$ cat src/rtl/bus_copy_master_pkg.sv
// bus_copy_master_pkg
//   Shared definitions for the peripheral-bus copy master:
//   - FSM state encoding (IDLE, READ, WRITE, WCHK, DONE)
//   - peripheral address map constants (timer TH/TL/TCON, LED, SWITCH, DIGI)
//   - the bus poison value a responder drives on unmapped reads
package bus_copy_master_pkg;

  typedef enum logic [2:0] {
    ST_IDLE  = 3'd0,
    ST_READ  = 3'd1,
    ST_WRITE = 3'd2,
    ST_WCHK  = 3'd3,
    ST_DONE  = 3'd4
  } state_t;

  localparam logic [31:0] ADDR_TH     = 32'h4000_0000;
  localparam logic [31:0] ADDR_TL     = 32'h4000_0004;
  localparam logic [31:0] ADDR_TCON   = 32'h4000_0008;
  localparam logic [31:0] ADDR_LED    = 32'h4000_0010;
  localparam logic [31:0] ADDR_SWITCH = 32'h4000_0014;
  localparam logic [31:0] ADDR_DIGI   = 32'h4000_0018;

  localparam logic [31:0] BUS_POISON  = 32'hcdcd_cdcd;

endpackage

$ cat src/rtl/bus_copy_master.sv
// bus_copy_master
//   Second bus initiator on the memory-mapped peripheral bus. Executes word
//   copy commands: read a word at src, write it to dst, repeat len times,
//   optionally incrementing src and/or dst by ADDR_STEP after each word.
//   Completion and the first access fault are reported to the command side.
//
// Ports
//   clk, reset            system clock; synchronous active-high reset
//   cmd_valid/cmd_ready   command handshake (see below)
//   cmd_src, cmd_dst      first source / destination byte address
//   cmd_len               number of words (0 allowed: completes immediately)
//   cmd_src_inc/dst_inc   1 = advance that address by ADDR_STEP per word
//   busy                  command in progress (cycle after accept .. DONE)
//   done                  one-cycle completion pulse (success or error)
//   err, err_addr         status of the last command and the faulting address
//   words_done            words written successfully in current/last command
//   rd, wr, addr, wdata   bus request outputs, decoded from flops only
//   rdata, r_accessible   combinational read response (same cycle as rd)
//   w_accessible          registered write response (cycle after wr)
//   state_dbg             current FSM state, for observation
//
// Handshake: a command transfers on a rising edge where cmd_valid && cmd_ready.
// cmd_ready is high exactly when the FSM is IDLE; cmd_valid in any other state
// is ignored and the command fields are only sampled at the accepting edge.
module bus_copy_master
  import bus_copy_master_pkg::*;
#(
  parameter int LEN_W     = 16,
  parameter int ADDR_STEP = 4
) (
  input  logic             clk,
  input  logic             reset,
  input  logic             cmd_valid,
  output logic             cmd_ready,
  input  logic [31:0]      cmd_src,
  input  logic [31:0]      cmd_dst,
  input  logic [LEN_W-1:0] cmd_len,
  input  logic             cmd_src_inc,
  input  logic             cmd_dst_inc,
  output logic             busy,
  output logic             done,
  output logic             err,
  output logic [31:0]      err_addr,
  output logic [LEN_W-1:0] words_done,
  output logic             rd,
  output logic             wr,
  output logic [31:0]      addr,
  output logic [31:0]      wdata,
  input  logic [31:0]      rdata,
  input  logic             r_accessible,
  input  logic             w_accessible,
  output state_t           state_dbg
);

  localparam logic [LEN_W-1:0] LEN_ONE  = {{(LEN_W-1){1'b0}}, 1'b1};
  localparam logic [LEN_W-1:0] LEN_ZERO = '0;
  localparam logic [31:0]      STEP     = 32'(ADDR_STEP);

  state_t           state_q, state_d;
  logic [31:0]      src_q, dst_q, data_q, err_addr_q;
  logic [LEN_W-1:0] rem_q, words_done_q;
  logic             src_inc_q, dst_inc_q, err_q;

  // Next-state logic
  always_comb begin
    state_d = state_q;
    case (state_q)
      ST_IDLE: begin
        if (cmd_valid) state_d = (cmd_len == LEN_ZERO) ? ST_DONE : ST_READ;
      end
      ST_READ:  state_d = r_accessible ? ST_WRITE : ST_DONE;
      ST_WRITE: state_d = ST_WCHK;
      ST_WCHK: begin
        // rem_q still holds the count before this word is retired
        if (!w_accessible || rem_q == LEN_ONE) state_d = ST_DONE;
        else                                   state_d = ST_READ;
      end
      ST_DONE:  state_d = ST_IDLE;
      default:  state_d = ST_IDLE;
    endcase
  end

  // State register and datapath
  always_ff @(posedge clk) begin
    if (reset) begin
      state_q      <= ST_IDLE;
      src_q        <= '0;
      dst_q        <= '0;
      data_q       <= '0;
      rem_q        <= '0;
      src_inc_q    <= 1'b0;
      dst_inc_q    <= 1'b0;
      err_q        <= 1'b0;
      err_addr_q   <= '0;
      words_done_q <= '0;
    end else begin
      state_q <= state_d;
      case (state_q)
        ST_IDLE: begin
          if (cmd_valid) begin
            src_q        <= cmd_src;
            dst_q        <= cmd_dst;
            rem_q        <= cmd_len;
            src_inc_q    <= cmd_src_inc;
            dst_inc_q    <= cmd_dst_inc;
            err_q        <= 1'b0;
            err_addr_q   <= '0;
            words_done_q <= '0;
          end
        end
        ST_READ: begin
          if (r_accessible) begin
            data_q <= rdata;
          end else begin
            err_q      <= 1'b1;
            err_addr_q <= src_q;
          end
        end
        ST_WCHK: begin
          if (!w_accessible) begin
            err_q      <= 1'b1;
            err_addr_q <= dst_q;
          end else begin
            words_done_q <= words_done_q + LEN_ONE;
            rem_q        <= rem_q - LEN_ONE;
            // Wraps modulo 2^32 by construction of the 32-bit add
            if (src_inc_q) src_q <= src_q + STEP;
            if (dst_inc_q) dst_q <= dst_q + STEP;
          end
        end
        default: ;
      endcase
    end
  end

  // Bus and status outputs: pure decode of registered state
  always_comb begin
    rd    = (state_q == ST_READ);
    wr    = (state_q == ST_WRITE);
    addr  = '0;
    wdata = '0;
    case (state_q)
      ST_READ:  addr = src_q;
      ST_WRITE: begin
        addr  = dst_q;
        wdata = data_q;
      end
      ST_WCHK:  addr = dst_q;
      default:  ;
    endcase
  end

  assign cmd_ready  = (state_q == ST_IDLE);
  assign busy       = (state_q != ST_IDLE);
  assign done       = (state_q == ST_DONE);
  assign err        = err_q;
  assign err_addr   = err_addr_q;
  assign words_done = words_done_q;
  assign state_dbg  = state_q;

endmodule

$ cat config.mk
export PLATFORM = sky130hd
export DESIGN_NAME = bus_copy_master
export DESIGN_NICKNAME = d
export VERILOG_FILES = /design/src/rtl/bus_copy_master_pkg.sv /design/src/rtl/bus_copy_master.sv
export SDC_FILE = /design/constraint.sdc
export NUM_CORES = 1
export LEC_CHECK = 0
export BUFFER_PORTS_ARGS = -buffer_cell sky130_fd_sc_hd__buf_4
export CAP_MARGIN = 20
export CORE_MARGIN = 10
export CORE_UTILIZATION = 40
export CTS_BUF_LIST = sky130_fd_sc_hd__clkbuf_4 sky130_fd_sc_hd__clkbuf_8
export DETAILED_ROUTE_END_ITERATION = 10
export SETUP_SLACK_MARGIN = 0.15
export SKIP_CTS_REPAIR_TIMING = 1
export SYNTH_ARGS = -nofsm -noshare
export SYNTH_HDL_FRONTEND = slang
export SYNTH_SLANG_ARGS = --single-unit
$ cat constraint.sdc
create_clock -name clk -period 4.3 [get_ports clk]
set_input_delay 0.645 -clock clk [delete_from_list [all_inputs] [get_ports clk]]
set_output_delay 0.645 -clock clk [all_outputs]
set_load 0.02 [all_outputs]
-- Word level (Yosys, flattened, before mapping)
Index checks and enable logic that the tools add are counted.
Widths: inputs -> output; s select.
- reductions and logical operators: 14
- equality and inequality tests: 11
- multiplexer cells: 29
- $add $sub $neg: 4
- operator list (operator ; count):
    $mux 32 ; 10
    $pmux 32 s2 ; 3
    $pmux 32 s3 ; 1
    $add 32x3->32 const B ; 2
    $mux 16 ; 4
    $pmux 16 s2 ; 2
    $add 16x1->16 const B ; 1
    $eq 16x1->1 const B ; 1
    $logic_not 16->1 ; 1
    $sub 16x1->16 const B ; 1
    $mux 3 ; 4
    $ne 2x2->1 const B ; 6
    $pmux 3 s4 ; 1
    $reduce_and 4->1 ; 3
    $eq 3x2->1 const B ; 2
    $reduce_bool 3->1 ; 2
    $reduce_and 2->1 ; 2
    $eq 3x1->1 const B ; 1
    $eq 3x3->1 const B ; 1
    $logic_not 3->1 ; 1
    $mux 1 ; 3
    $pmux 1 s3 ; 1
    $reduce_and 3->1 ; 1
    $reduce_bool 2->1 ; 1
    3 further kinds ; 3
- register bits: 166
- output and inout port bits: 121
- input port bits: 119
- word-level logic and storage cells: 68

-- Depth between registers and ports, before layout
- word-level depth: 4
- mapped depth: 9
- gate-level depth less buffers: 6

-- Worst setup path after synthesis
Ideal clock, no wire load.
- kind: reg2out
- start point: register state_q[0] (netlist: state_dbg[0])
- end point: output port addr[0]
- buffers on the path: 3
- data arrival time: 1.951 ns
- setup slack: 1.704 ns
- cell stages (with the launch flop): 6
- path through: dfxtp_1 -> clkbuf_1 -> nor3b_1 -> clkbuf_1 -> clkbuf_1 -> a22o_1
- elaborated cells on any way between the ends: 5
- those cells by class: 3 x eq/ne; 1 x mux; 1 x reduce/logical
- RTL lines (element ; line ; RTL):
    start, declared ; bus_copy_master.sv:59 ; state_t state_q, state_d;
    start signal, assigned ; bus_copy_master.sv:97 ; state_q <= state_d;
    $eq 3x1->1 ; - ;
    named net rd ; bus_copy_master.sv:45 ; output logic rd,
    $pmux 32 s2 ; bus_copy_master.sv:142 ; case (state_q)
    end, declared ; bus_copy_master.sv:47 ; output logic [31:0] addr,
The timed path passes the listed nets, and every way through them passes these cells.

-- Final worst setup path
- start point: register state_q[1] (netlist: state_dbg[1])
- end point: output port wdata[14]
- longest elaborated chain between the ends: 2
- ends and longest elaborated chain (element ; line ; RTL):
    $eq 3x2->1 ; bus_copy_master.sv:142 ;
    $mux 32 ; bus_copy_master.sv:142 ;
    end, declared ; bus_copy_master.sv:48 ; output logic [31:0] wdata,
No other way between the ends.

==> results by group <==
Clock tree
  – Insertion delay to the later sink of the worst-skew pair: 470 ps
  – Clk slew on worst S/H paths: 100 ps
  – TritonCTS clock tree: done
  – H-tree levels: 4
  – CTS Sinks: 166
  – CTS max path bufs: 2
  – CTS root buf: clkbuf_8
  – Num CTS Buffers: 17

Route
  – WL/cell: 19.59 um
  – Via count: 9,497
  – Initial drt markers: 737
  – Post-route ant nets: 0
  – Drt drc: 0
  – Via density: 5.752
  – 1st-pass router iterations: 6
  – Final wirelength: 32,350 um

STA
  – Slew Limit Fails: 0
  – Hold_ws: 411.8 ps
  – Worst rel slew slack: 0.3274
  – Worst Skew: 18.74 ps
  – Fmax: 282.2 MHz
  – Part of the cycle the worst path needs: 0.8242
  – Setup-failing EPs final: 0
  – Final Critical Period: 3544 ps
  – Final Hold Vio Count: 0
  – RSZ-0062 raised after global routing: no
  – Setup TNS: 0 ps
  – Worst slew pin tran: 1009 ps

GRT
  – First-pass GRT wire length: 50,330 um
  – Via count of the first global-routing pass: 8,836
  – Global-route usage over all layers: 0.2157
  – Initial antenna violation count: 1
  – Total gr overflow: 0
  – Largest net degree at the start of global routing: 76

Synth
  – Flops & latches, synth: 166
  – Sequential area share after synthesis: 0.3682
  – Synth warn: 0
  – Syn_nets: 1,318
  – Synth Instances: 1,194
  – Top FF cell, synth: dfxtp_1
  – Avg Cell Area, Syn: 7.559 um2
  – Post-synth EDFFs: 0
  – Async S/R FF share, synth: 0
  – Synthesized area: 9025 um2
  – Yosys cell types: 68

Power and ir drop
  – Clock share of power: 0.304
  – Sequential power share: 0.471
  – Psw: 1.323 mW
  – Max VDD drop: 0.1658 mV
  – P_int: 2.573 mW
  – Net Sw Frac: 0.3395
  – Final Total Pwr: 3.896 mW
  – Pleak: 4.401 nW
  – Logic gate share of total power: 0.225
  – Pwr dens: 343.9 nW/um2

Cells and area
  – Sequential Area: 3323 um2
  – Fin util: 0.5143
  – Fill cells: 2,249
  – Synth-to-Final Area Change: 25.51%
  – N_diodes: 0
  – Area of the multi-input gates: 5225 um2
  – Post-Layout Inst Area: 11,330 um2
  – Share of post-route cells with drive strength above 1: 0.2290
  – Final Net Count: 1,482

Die
  – Die H: 170.2 um
  – Die Span X: 170.2 um
  – Row count: 54
  – Starting Density: 0.4097
  – Core box area: 22,030 um2
  – IO Count: 240
  – Die ar.: 28,970 um2

Setup path
  – Peak fanout along the critical path: 34
  – WP data required: 3650 ps
  – Critical path's slowest cell: nor2b_2
  – Arrival time at the worst endpoint: 2900 ps
  – Worst path max stage delay: 830 ps
  – CP Cell Sequence: nor2b_2 > buf_4 > nor2b_2 > and2_1 > buf_4
  – Critical path endpoint category: output port
  – Worst Setup Start Kind: flip-flop
  – WS Path Type: reg -> out

Status
  – Status: finished clean

Place
  – Detail Placement HPWL: 23,220 um
  – IO buf count: 239
  – Gpl congestion: 0.8388
  – Area after DPL: 10,880 um2

Min path
  – Hold Crit Class: in -> reg

Flow run
  – Max_cap viols: 0
## metrics by stage
stage	setup slack [ps]	cells
2_1_floorplan	1704	1194
3_3_place_gp	1302	1617
3_5_place_dp	1226	1617
4_1_cts	705.1	1649
5_1_grt	471.8	1651
6_report	755.9	1651
## path summary, 6_finish.rpt
kind	from	to	slack, ps	cells past startpoint
min	cmd_dst[0]	dst_q[0]	410	3
min reg2reg	data_q[24]	data_q[24]	450	2
max	state_dbg[1]	wdata[14]	760	5
max reg2reg	state_dbg[1]	dst_q[25]	1560	5
## per-layer routing
metal  global-route usage  wire, um  vias to the layer above
met2               0.3431     15100                      322
li1                     -         -                     4682
met3              0.06039      2823                       25
met5                    0         9                        -
met1               0.2860     14120                     4466
met4              0.04348       299                        2
## power by group through the flow
| stage | combinational [mW] | sequential [mW] | clock [mW] |
|---|---|---|---|
| CTS | 0.875 | 1.83 | 1.21 |
| floorplan | 0.529 | 1.85 | 0 |
| detailed placement | 0.873 | 1.87 | 0 |
| global placement | 0.867 | 1.86 | 0 |
| global route | 0.968 | 1.86 | 1.27 |
| finish | 0.877 | 1.83 | 1.18 |
## critical path, delay by kind of cell, from the launching register on
family | cells | cell delay (ps)
DFF | 1 | 610
buffers and inverters | 2 | 530
and+or+nand+nor | 3 | 1290
## registers in the layout, indices dropped and copies added, names as in the netlist
| name | cells |
|---|---|
| src_q | 32 |
| words_done | 16 |
| state_dbg | 3 |
| dst_q | 32 |
| err_addr | 32 |
| rem_q | 16 |
| src_inc_q | 1 |
| dst_inc_q | 1 |
| data_q | 32 |
| err | 1 |
## placed cells by master, fill, tap and decap left out, types with 4 or more instances in the layout
cell	count
a311oi_1	8
a32o_1	4
o311ai_0	4
a22oi_1	36
a211oi_1	35
a41oi_1	4
nor4_1	19
inv_1	13
or4_1	7
o211ai_1	4
o31a_1	4
and3_1	14
a21o_1	11
nand4_1	26
and4_1	7
o22ai_1	8
or3_1	10
a21oi_1	107
mux2i_1	5
ha_1	5
o41ai_1	6
nor2_1	107
clkbuf_8	18
o21ai_0	50
and2_1	43
a22o_1	30
buf_4	255
a31oi_1	16
o21a_1	6
dfxtp_1	166
o31ai_1	7
clkinvlp_4	4
xnor2_1	13
nor3_1	23
nand2_1	186
nand3_1	42
## final cells by class
type | count | area share
Tap cell | 280 | 0.03093
Clock inverter | 13 | 0.01303
Inverter | 13 | 0.004308
Clock buffer | 19 | 0.02253
Timing Repair Buffer | 258 | 0.1745
Multi-Input combinational cell | 902 | 0.4613
Sequential cell | 166 | 0.2934
## synthesized netlist by cell type (all sizes together) (5+ instances only)
library cell | count | area (um2)
a211oi | 35 | 262.8
a21o | 11 | 82.58
a21oi | 109 | 545.5
a22o | 30 | 262.8
a22oi | 36 | 270.3
a311oi | 8 | 70.07
a31oi | 17 | 106.4
and2 | 45 | 281.5
and3 | 14 | 87.58
and4 | 9 | 83.83
buf | 43 | 206.4
clkbuf | 70 | 266.5
dfxtp | 166 | 3323
ha | 5 | 62.56
inv | 13 | 48.80
mux2i | 5 | 50.05
nand2 | 186 | 698.2
nand3 | 42 | 210.2
nand4 | 27 | 183.9
nor2 | 108 | 407.9
nor3 | 23 | 115.1
nor4 | 21 | 146.4
o21a | 6 | 45.04
o21ai | 51 | 255.2
o22ai | 8 | 50.05
o311ai | 5 | 43.79
o31ai | 7 | 52.55
o41ai | 6 | 52.55
or3 | 10 | 62.56
or4 | 8 | 63.81
xnor2 | 13 | 113.9
## kinds of logic (layout without fill, tap and decap cells)
| family | Yosys count | after routing | synth area share |
|---|---|---|---|
| and+or+nand+nor | 514 | 514 | 0.2780 |
| buffers and inverters | 126 | 303 | 0.05781 |
| AOI/OAI and AO/OA | 363 | 363 | 0.2684 |
| muxes | 7 | 7 | 0.008041 |
| DFF | 166 | 166 | 0.3682 |
| xor gates and xnor gates | 13 | 13 | 0.01262 |
| adders and majority gates | 5 | 5 | 0.006932 |
Power figures use the tool's default switching activity.
